$ cat src/rtl/adaptive_step_ctrl_if.sv
// Bundles the step controller's command, memory-read and result signals.
// master = controller side, slave = the environment (sequencer plus memory).
interface adaptive_step_ctrl_if #(
  parameter int unsigned W  = 32,
  parameter int unsigned AW = 16
);
  logic          init;
  logic          start;
  logic          mem_rd;
  logic [AW-1:0] mem_addr;
  logic [W-1:0]  mem_rdata_a;
  logic [W-1:0]  mem_rdata_b;
  logic          cfg_valid;
  logic          busy;
  logic          done;
  logic          proceed;
  logic          step_fail;
  logic [W-1:0]  step;
  logic [W-1:0]  error;

  modport master (
    input  init, start, mem_rdata_a, mem_rdata_b,
    output mem_rd, mem_addr, cfg_valid, busy, done, proceed, step_fail, step, error
  );

  modport slave (
    output init, start, mem_rdata_a, mem_rdata_b,
    input  mem_rd, mem_addr, cfg_valid, busy, done, proceed, step_fail, step, error
  );
endinterface

$ cat src/rtl/adaptive_step_ctrl.sv
// Adaptive ODE step-size controller: loads N/tol/h, forms a saturating L1 error norm and
// accepts or halves the step. Define STEP_GROW_EN to also double h on very small error.
module adaptive_step_ctrl #(
  parameter int unsigned   W          = 32,
  parameter int unsigned   AW         = 16,
  parameter int unsigned   N_MAX      = 256,
  parameter int unsigned   CFG_BASE   = 0,
  parameter int unsigned   X_BASE     = 16,
  parameter logic [W-1:0]  H_MIN      = W'(1),
  parameter logic [W-1:0]  H_MAX      = {1'b1, {(W-1){1'b0}}},
  parameter int unsigned   GROW_SHIFT = 4
) (
  input logic                 clk,
  input logic                 rst,
  adaptive_step_ctrl_if.master bus
);

  localparam int unsigned CW = $clog2(N_MAX + 1);

  typedef enum logic [3:0] {
    StIdle, StCfgN, StCfgT, StCfgH, StCfgWait, StReady, StRun, StDrain, StDecide, StDone
  } state_e;

  state_e        state_q, state_d;
  logic [CW-1:0] n_q, idx_q;
  logic [W-1:0]  tol_q, h_q, acc_q, err_q;
  logic          cfg_valid_q, done_q, proceed_q, fail_q, ret_q;

  logic init_ok, start_ok;
  assign init_ok  = bus.init && (state_q inside {StIdle, StReady, StDone});
  assign start_ok = bus.start && !bus.init && (state_q inside {StReady, StDone});

  always_ff @(posedge clk) begin
    if (rst) state_q <= StIdle;
    else     state_q <= state_d;
  end

  always_comb begin
    state_d = state_q;
    case (state_q)
      StIdle, StReady, StDone: begin
        if (init_ok)       state_d = StCfgN;
        else if (start_ok) state_d = (n_q == '0) ? StDecide : StRun;
      end
      StCfgN:    state_d = StCfgT;
      StCfgT:    state_d = StCfgH;
      StCfgH:    state_d = StCfgWait;
      StCfgWait: state_d = StReady;
      StRun:     if (idx_q == n_q - CW'(1)) state_d = StDrain;
      StDrain:   state_d = StDecide;
      StDecide:  state_d = StDone;
      default:   state_d = StIdle;
    endcase
  end

  always_comb begin
    bus.mem_rd   = 1'b0;
    bus.mem_addr = '0;
    case (state_q)
      StCfgN: begin bus.mem_rd = 1'b1; bus.mem_addr = AW'(CFG_BASE);     end
      StCfgT: begin bus.mem_rd = 1'b1; bus.mem_addr = AW'(CFG_BASE + 1); end
      StCfgH: begin bus.mem_rd = 1'b1; bus.mem_addr = AW'(CFG_BASE + 2); end
      StRun:  begin bus.mem_rd = 1'b1; bus.mem_addr = AW'(X_BASE) + AW'(idx_q); end
      default: ;
    endcase
  end

  // |a-b| at W+1 bits, then saturating accumulate
  logic signed [W:0] diff;
  logic [W:0]        mag, sum;
  logic [W-1:0]      mag_sat, acc_next;
  always_comb begin
    diff     = $signed({bus.mem_rdata_a[W-1], bus.mem_rdata_a})
             - $signed({bus.mem_rdata_b[W-1], bus.mem_rdata_b});
    mag      = diff[W] ? $unsigned(-diff) : $unsigned(diff);
    mag_sat  = mag[W] ? '1 : mag[W-1:0];
    sum      = {1'b0, acc_q} + {1'b0, mag_sat};
    acc_next = sum[W] ? '1 : sum[W-1:0];
  end

  logic [W-1:0] h_half, h_shrunk, h_accept, h_load;
  assign h_half   = h_q >> 1;
  assign h_shrunk = (h_half < H_MIN) ? H_MIN : h_half;
  assign h_load   = (bus.mem_rdata_a < H_MIN) ? H_MIN :
                    (bus.mem_rdata_a > H_MAX) ? H_MAX : bus.mem_rdata_a;

`ifdef STEP_GROW_EN
  logic [W:0] h_dbl;
  assign h_dbl    = {h_q, 1'b0};
  assign h_accept = (acc_q < (tol_q >> GROW_SHIFT)) ?
                    ((h_dbl > {1'b0, H_MAX}) ? H_MAX : h_dbl[W-1:0]) : h_q;
`else
  assign h_accept = h_q;
`endif

  always_ff @(posedge clk) begin
    if (rst) begin
      n_q         <= '0;
      idx_q       <= '0;
      tol_q       <= '0;
      h_q         <= '0;
      acc_q       <= '0;
      err_q       <= '0;
      cfg_valid_q <= 1'b0;
      done_q      <= 1'b0;
      proceed_q   <= 1'b0;
      fail_q      <= 1'b0;
      ret_q       <= 1'b0;
    end else begin
      ret_q <= (state_q == StRun);
      if (ret_q) acc_q <= acc_next;
      case (state_q)
        StIdle, StReady, StDone: begin
          if (init_ok || start_ok) begin
            done_q    <= 1'b0;
            proceed_q <= 1'b0;
            fail_q    <= 1'b0;
          end
          if (start_ok) begin
            acc_q <= '0;
            idx_q <= '0;
          end
        end
        StCfgT:    n_q   <= (bus.mem_rdata_a > W'(N_MAX)) ? CW'(N_MAX) : bus.mem_rdata_a[CW-1:0];
        StCfgH:    tol_q <= bus.mem_rdata_a;
        StCfgWait: begin
          h_q         <= h_load;
          cfg_valid_q <= 1'b1;
        end
        StRun:     idx_q <= idx_q + CW'(1);
        StDecide: begin
          err_q  <= acc_q;
          done_q <= 1'b1;
          if (acc_q <= tol_q) begin
            proceed_q <= 1'b1;
            h_q       <= h_accept;
          end else if (h_q > H_MIN) begin
            h_q <= h_shrunk;
          end else begin
            fail_q <= 1'b1;
          end
        end
        default: ;
      endcase
    end
  end

  assign bus.cfg_valid = cfg_valid_q;
  assign bus.busy      = !(state_q inside {StIdle, StReady, StDone});
  assign bus.done      = done_q;
  assign bus.proceed   = proceed_q;
  assign bus.step_fail = fail_q;
  assign bus.step      = h_q;
  assign bus.error     = err_q;

endmodule

$ cat src/flat_wrapper.sv
// flat-port wrapper written by rule: the top's interface ports become plain ports
module adaptive_step_ctrl_flat 
#(
  parameter int unsigned   W          = 32,
  parameter int unsigned   AW         = 16,
  parameter int unsigned   N_MAX      = 256,
  parameter int unsigned   CFG_BASE   = 0,
  parameter int unsigned   X_BASE     = 16,
  parameter logic [W-1:0]  H_MIN      = W'(1),
  parameter logic [W-1:0]  H_MAX      = {1'b1, {(W-1){1'b0}}},
  parameter int unsigned   GROW_SHIFT = 4
)
  (clk, rst, bus_init, bus_start, bus_mem_rdata_a, bus_mem_rdata_b, bus_mem_rd, bus_mem_addr, bus_cfg_valid, bus_busy, bus_done, bus_proceed, bus_step_fail, bus_step, bus_error);
  adaptive_step_ctrl_if #(.W(W), .AW(AW)) bus_i ();
  input logic clk;
  input logic rst;
  input wire logic [$bits(bus_i.init)-1:0] bus_init;
  input wire logic [$bits(bus_i.start)-1:0] bus_start;
  input wire logic [$bits(bus_i.mem_rdata_a)-1:0] bus_mem_rdata_a;
  input wire logic [$bits(bus_i.mem_rdata_b)-1:0] bus_mem_rdata_b;
  output wire logic [$bits(bus_i.mem_rd)-1:0] bus_mem_rd;
  output wire logic [$bits(bus_i.mem_addr)-1:0] bus_mem_addr;
  output wire logic [$bits(bus_i.cfg_valid)-1:0] bus_cfg_valid;
  output wire logic [$bits(bus_i.busy)-1:0] bus_busy;
  output wire logic [$bits(bus_i.done)-1:0] bus_done;
  output wire logic [$bits(bus_i.proceed)-1:0] bus_proceed;
  output wire logic [$bits(bus_i.step_fail)-1:0] bus_step_fail;
  output wire logic [$bits(bus_i.step)-1:0] bus_step;
  output wire logic [$bits(bus_i.error)-1:0] bus_error;
  assign bus_i.init = bus_init;
  assign bus_i.start = bus_start;
  assign bus_i.mem_rdata_a = bus_mem_rdata_a;
  assign bus_i.mem_rdata_b = bus_mem_rdata_b;
  assign bus_mem_rd = bus_i.mem_rd;
  assign bus_mem_addr = bus_i.mem_addr;
  assign bus_cfg_valid = bus_i.cfg_valid;
  assign bus_busy = bus_i.busy;
  assign bus_done = bus_i.done;
  assign bus_proceed = bus_i.proceed;
  assign bus_step_fail = bus_i.step_fail;
  assign bus_step = bus_i.step;
  assign bus_error = bus_i.error;
  adaptive_step_ctrl #(.W(W), .AW(AW), .N_MAX(N_MAX), .CFG_BASE(CFG_BASE), .X_BASE(X_BASE), .H_MIN(H_MIN), .H_MAX(H_MAX), .GROW_SHIFT(GROW_SHIFT)) u_core (.clk(clk), .rst(rst), .bus(bus_i));
endmodule
$ cat config.mk
export PLATFORM = sky130hd
export DESIGN_NAME = adaptive_step_ctrl_flat
export DESIGN_NICKNAME = d
export VERILOG_FILES = /design/src/rtl/adaptive_step_ctrl_if.sv /design/src/rtl/adaptive_step_ctrl.sv /design/src/flat_wrapper.sv
export SDC_FILE = /design/constraint.sdc
export NUM_CORES = 1
export LEC_CHECK = 0
export CAP_MARGIN = 20
export CORE_ASPECT_RATIO = 1.5
export CORE_MARGIN = 8
export CORE_UTILIZATION = 50
export CTS_CLUSTER_SIZE = 30
export DETAILED_ROUTE_END_ITERATION = 10
export GPL_TIMING_DRIVEN = 0
export HOLD_SLACK_MARGIN = 0.06
export PLACE_DENSITY = 0.73
export SLEW_MARGIN = 20
export SYNTH_ARGS = -nofsm -noshare
export SYNTH_HDL_FRONTEND = slang
export SYNTH_SLANG_ARGS = --single-unit
$ cat constraint.sdc
create_clock -name clk -period 22.3 [get_ports clk]
set_clock_uncertainty 0.05 [all_clocks]
set_input_delay 3.345 -clock clk [delete_from_list [all_inputs] [get_ports clk]]
set_output_delay 3.345 -clock clk [all_outputs]
set_load 0.05 [all_outputs]
==> flow_summary_export.csv <==
group,metric,value,unit
logic_synthesis,synth-edff-count,0,
global_routing,grtUsageTotal,27.7,%
worst_setup_path,end_kind,"register",
clock_tree,cts_setup_buffers,0,
logic_synthesis,synthMostInstantiatedCell,"nand2_1",
routing,first_iter_violations,930,
clock_tree,h-tree-depth,4,
timing,drv_slew,0,
finish,design_area,0.0145,sq mm
status,status,"complete, no violations",
clock_tree,cts_resized,0,
logic_synthesis,synth_cells,1641,
timing,fin_ws,10.70,ns
clock_tree,hold_buffers,0,
global_routing,antenna_found_initial,0,
die,die_area,0.0295,sq mm
logic_synthesis,synth_top_area_cell,"dfxtp_1",
placed_design,dpl_cell_area,0.0140,sq mm
finish,areaGrowthSynthToFinish,20.2,%
power,clkPwrFrac,23.8,%
placed_design,hpwl,33300,um
die,fp-row-count,69,
min_path,min_path_type,"reg -> reg",
worst_setup_path,cp_data_required_time,22.54,ns
timing,fin_crit_sh,52.0,%
timing,final.min_clock_period,11.60,ns
finish,fillers,2263,
timing,hold_violations,0,
logic_synthesis,syn_avg_cell_area,7.37,sq um
logic_synthesis,syn_area,0.0121,sq mm
clock_tree,clockRootBuffer,"clkbuf_16",
die,core_area,0.0237,sq mm
logic_synthesis,synth.top_cell.area_share,25.6,%
power,netSwitchingFraction,43.6,%
timing,fin_tns_setup,0,ns
routing,drt-pass1-iter-count,5,
worst_setup_path,slowest_delay,0.71,ns
global_routing,grt_pass1_wl,63900,um
timing,rsz0062_at_grt,"no",
timing,finalSetupViolCount,0,
placed_design,port_buffers,146,
logic_synthesis,synth_seq_cells,155,
die,die_h,207,um
worst_setup_path,worst_path_max_delay_cell,"clkdlybuf4s50_1",
routing,drtAntennaViolNets,0,
placed_design,pre_cts_ws,10.40,ns
finish,antenna_cells,0,
global_routing,grt.overflow.total,0,
worst_setup_path,cp.arrival,11.84,ns
timing,maxSlewHeadroom,37.3,%
clock_tree,clock_latency,0.43,ns
logic_synthesis,ys_types,78,
job,drv_cap,0,
clock_tree,cts_made_buffers,17,
worst_setup_path,crit_type,"in -> reg",
global_routing,grt_pass1_vias,11700,
finish,drive_above_1_share,4.50,%
routing,drc,0,
power,leakage,5.73,nW
die,ios,154,
global_routing,grt_max_degree,17,
timing,worst_pin_slew,0.935,ns
clock_tree,clkTransAtPathRegs,0.06,ns
worst_setup_path,critical_path.startpoint_type,"primary input",
logic_synthesis,synth_warnings,0,
worst_setup_path,cp_common_cell,"a21oi_1",
timing,fin_hold_ws,0.402,ns
logic_synthesis,synth.area.top_cells,"dfxtp_1 (26%), ha_1 (11%), a21oi_1 (8.0%)",
logic_synthesis,synth_ff_type,"dfxtp_1",
power,power_density,80.7,mW/mm^2
power,internal-power,0.663,mW
power,combPwrFrac,49.0,%
placed_design,place.gp.congestion,0.952,
die,initial_utilization,51.0,%
power,seqPwrFrac,27.2,%
logic_synthesis,synth_async_sr_flop_share,0,%
timing,timing.fmax,86.2,MHz
die,die_w,143,um
logic_synthesis,synthTopCellsByCount,"nand2_1 (212), a21oi_1 (194), dfxtp_1 (155), nor2_1 (128), ha_1 (105)",
routing,vias,12600,
power,vdd_drop_max,0.0673,mV
power,switching_power,0.512,mW
clock_tree,clock_sinks,155,
routing,avgViaCountPerCell,5.88,
routing,routed_wirelength,41600,um
routing,wl_per_cell,19.4,um
clock_tree,cts_max_path_buffers,2,
worst_setup_path,cp_max_fo,10,
logic_synthesis,synth_seq_area_share,25.6,%
clock_tree,cts_tree,"yes",
finish,fin_nets,1986,
state kept, by name, indices dropped and copies added (netlist names):
register / flops
u_core.state_q: 4
u_core.bus.proceed: 1
u_core.ret_q: 1
u_core.bus.error: 32
u_core.tol_q: 32
u_core.bus.step: 32
u_core.bus.cfg_valid: 1
u_core.idx_q: 9
u_core.acc_q: 32
u_core.bus.step_fail: 1
u_core.bus.done: 1
u_core.n_q: 9
per-layer routing:
metal / vias to the layer above / global-route usage, % / part of all wire, % / wire length, um
met5: - / 0 / 0 / 0
met1: 5850 / 32.1 / 40 / 16500
li1: 6232 / - / - / -
met4: 0 / 12.8 / 4.2 / 1750
met3: 89 / 4.16 / 6.0 / 2500
met2: 430 / 49.0 / 50 / 20800
worst paths after layout:
| path | cells after the start | slack (ns) | endpoint | start |
|---|---|---|---|---|
| worst max-delay path | 29 | 10.70 | u_core.acc_q[20]$_SDFF_PP0_ | bus_mem_rdata_a[0] |
| worst min-delay path | 2 | 0.40 | u_core.bus.error[10]$_SDFFE_PP0P_ | u_core.bus.error[10]$_SDFFE_PP0P_ |
| worst max register to register | 13 | 17.92 | u_core.acc_q[20]$_SDFF_PP0_ | u_core.acc_q[4]$_SDFF_PP0_ |
| worst min register to register | 2 | 0.40 | u_core.bus.error[10]$_SDFFE_PP0P_ | u_core.bus.error[10]$_SDFFE_PP0P_ |
cells by family after synthesis:
kind of cell    synth area share [%]
simple gates                    23.4
compound gates                  27.2
buf+inv                         6.12
flops                           25.6
fa+ha+maj                       11.2
xor+xnor                        6.08
mux                            0.331
other cells                   0.0310
critical path, delay by kind of cell:
kind | cells | cell delay, ns
buffers and inverters | 6 | 2.00
AND/OR/NAND/NOR | 9 | 2.61
adder cells (fa/ha/maj) | 3 | 0.95
AO/OA/AOI/OAI | 11 | 2.92
final cells by class:
class / instances / area (sq um) / share of cell area [%]
well taps: 319 / 399 / 2.74
flip-flops and latches: 155 / 3100 / 21.3
clock buffers: 19 / 453 / 3.11
clock inverters: 13 / 118 / 0.808
inverters: 88 / 330 / 2.27
plain buffers: 95 / 410 / 2.82
repair buffers: 146 / 1460 / 10.0
multi-input cells: 1308 / 8270 / 56.9
stage by stage:
step	std cells	util (%)	power, mW
finish	2143	61.3	1.17
global route	2143	61.3	1.24
CTS	2143	61.3	1.17
detailed placement	2111	58.9	0.893
global placement	2111	58.9	0.885
floorplan	1646	-	0.731
layout by cell type (no fill, tap or decap), types with 11 or more instances in the layout:
| master | count |
|---|---|
| a211o_1 | 14 |
| a211oi_1 | 43 |
| a21o_1 | 39 |
| a21oi_1 | 194 |
| a22oi_1 | 42 |
| a31oi_1 | 12 |
| and3_1 | 13 |
| clkbuf_1 | 77 |
| clkbuf_16 | 17 |
| clkdlybuf4s50_1 | 146 |
| dfxtp_1 | 155 |
| ha_1 | 105 |
| inv_1 | 88 |
| nand2_1 | 212 |
| nand2_2 | 17 |
| nand2b_1 | 16 |
| nand3_1 | 30 |
| nand4_1 | 26 |
| nor2_1 | 128 |
| nor2b_1 | 16 |
| nor3_1 | 40 |
| nor4_1 | 24 |
| o211ai_1 | 16 |
| o21a_1 | 18 |
| o21ai_0 | 84 |
| or3_1 | 11 |
| xnor2_1 | 44 |
| xor2_1 | 40 |
power groups by stage:
| stage | Sequential (mW) | Clock [mW] | Combinational, mW |
|---|---|---|---|
| after floorplan | 0.351 | 0 | 0.380 |
| after global placement | 0.325 | 0 | 0.560 |
| after detailed placement | 0.325 | 0 | 0.568 |
| after CTS | 0.319 | 0.282 | 0.571 |
| after global routing | 0.322 | 0.294 | 0.627 |
| final | 0.319 | 0.280 | 0.575 |
Power figures use the tool's default switching activity.
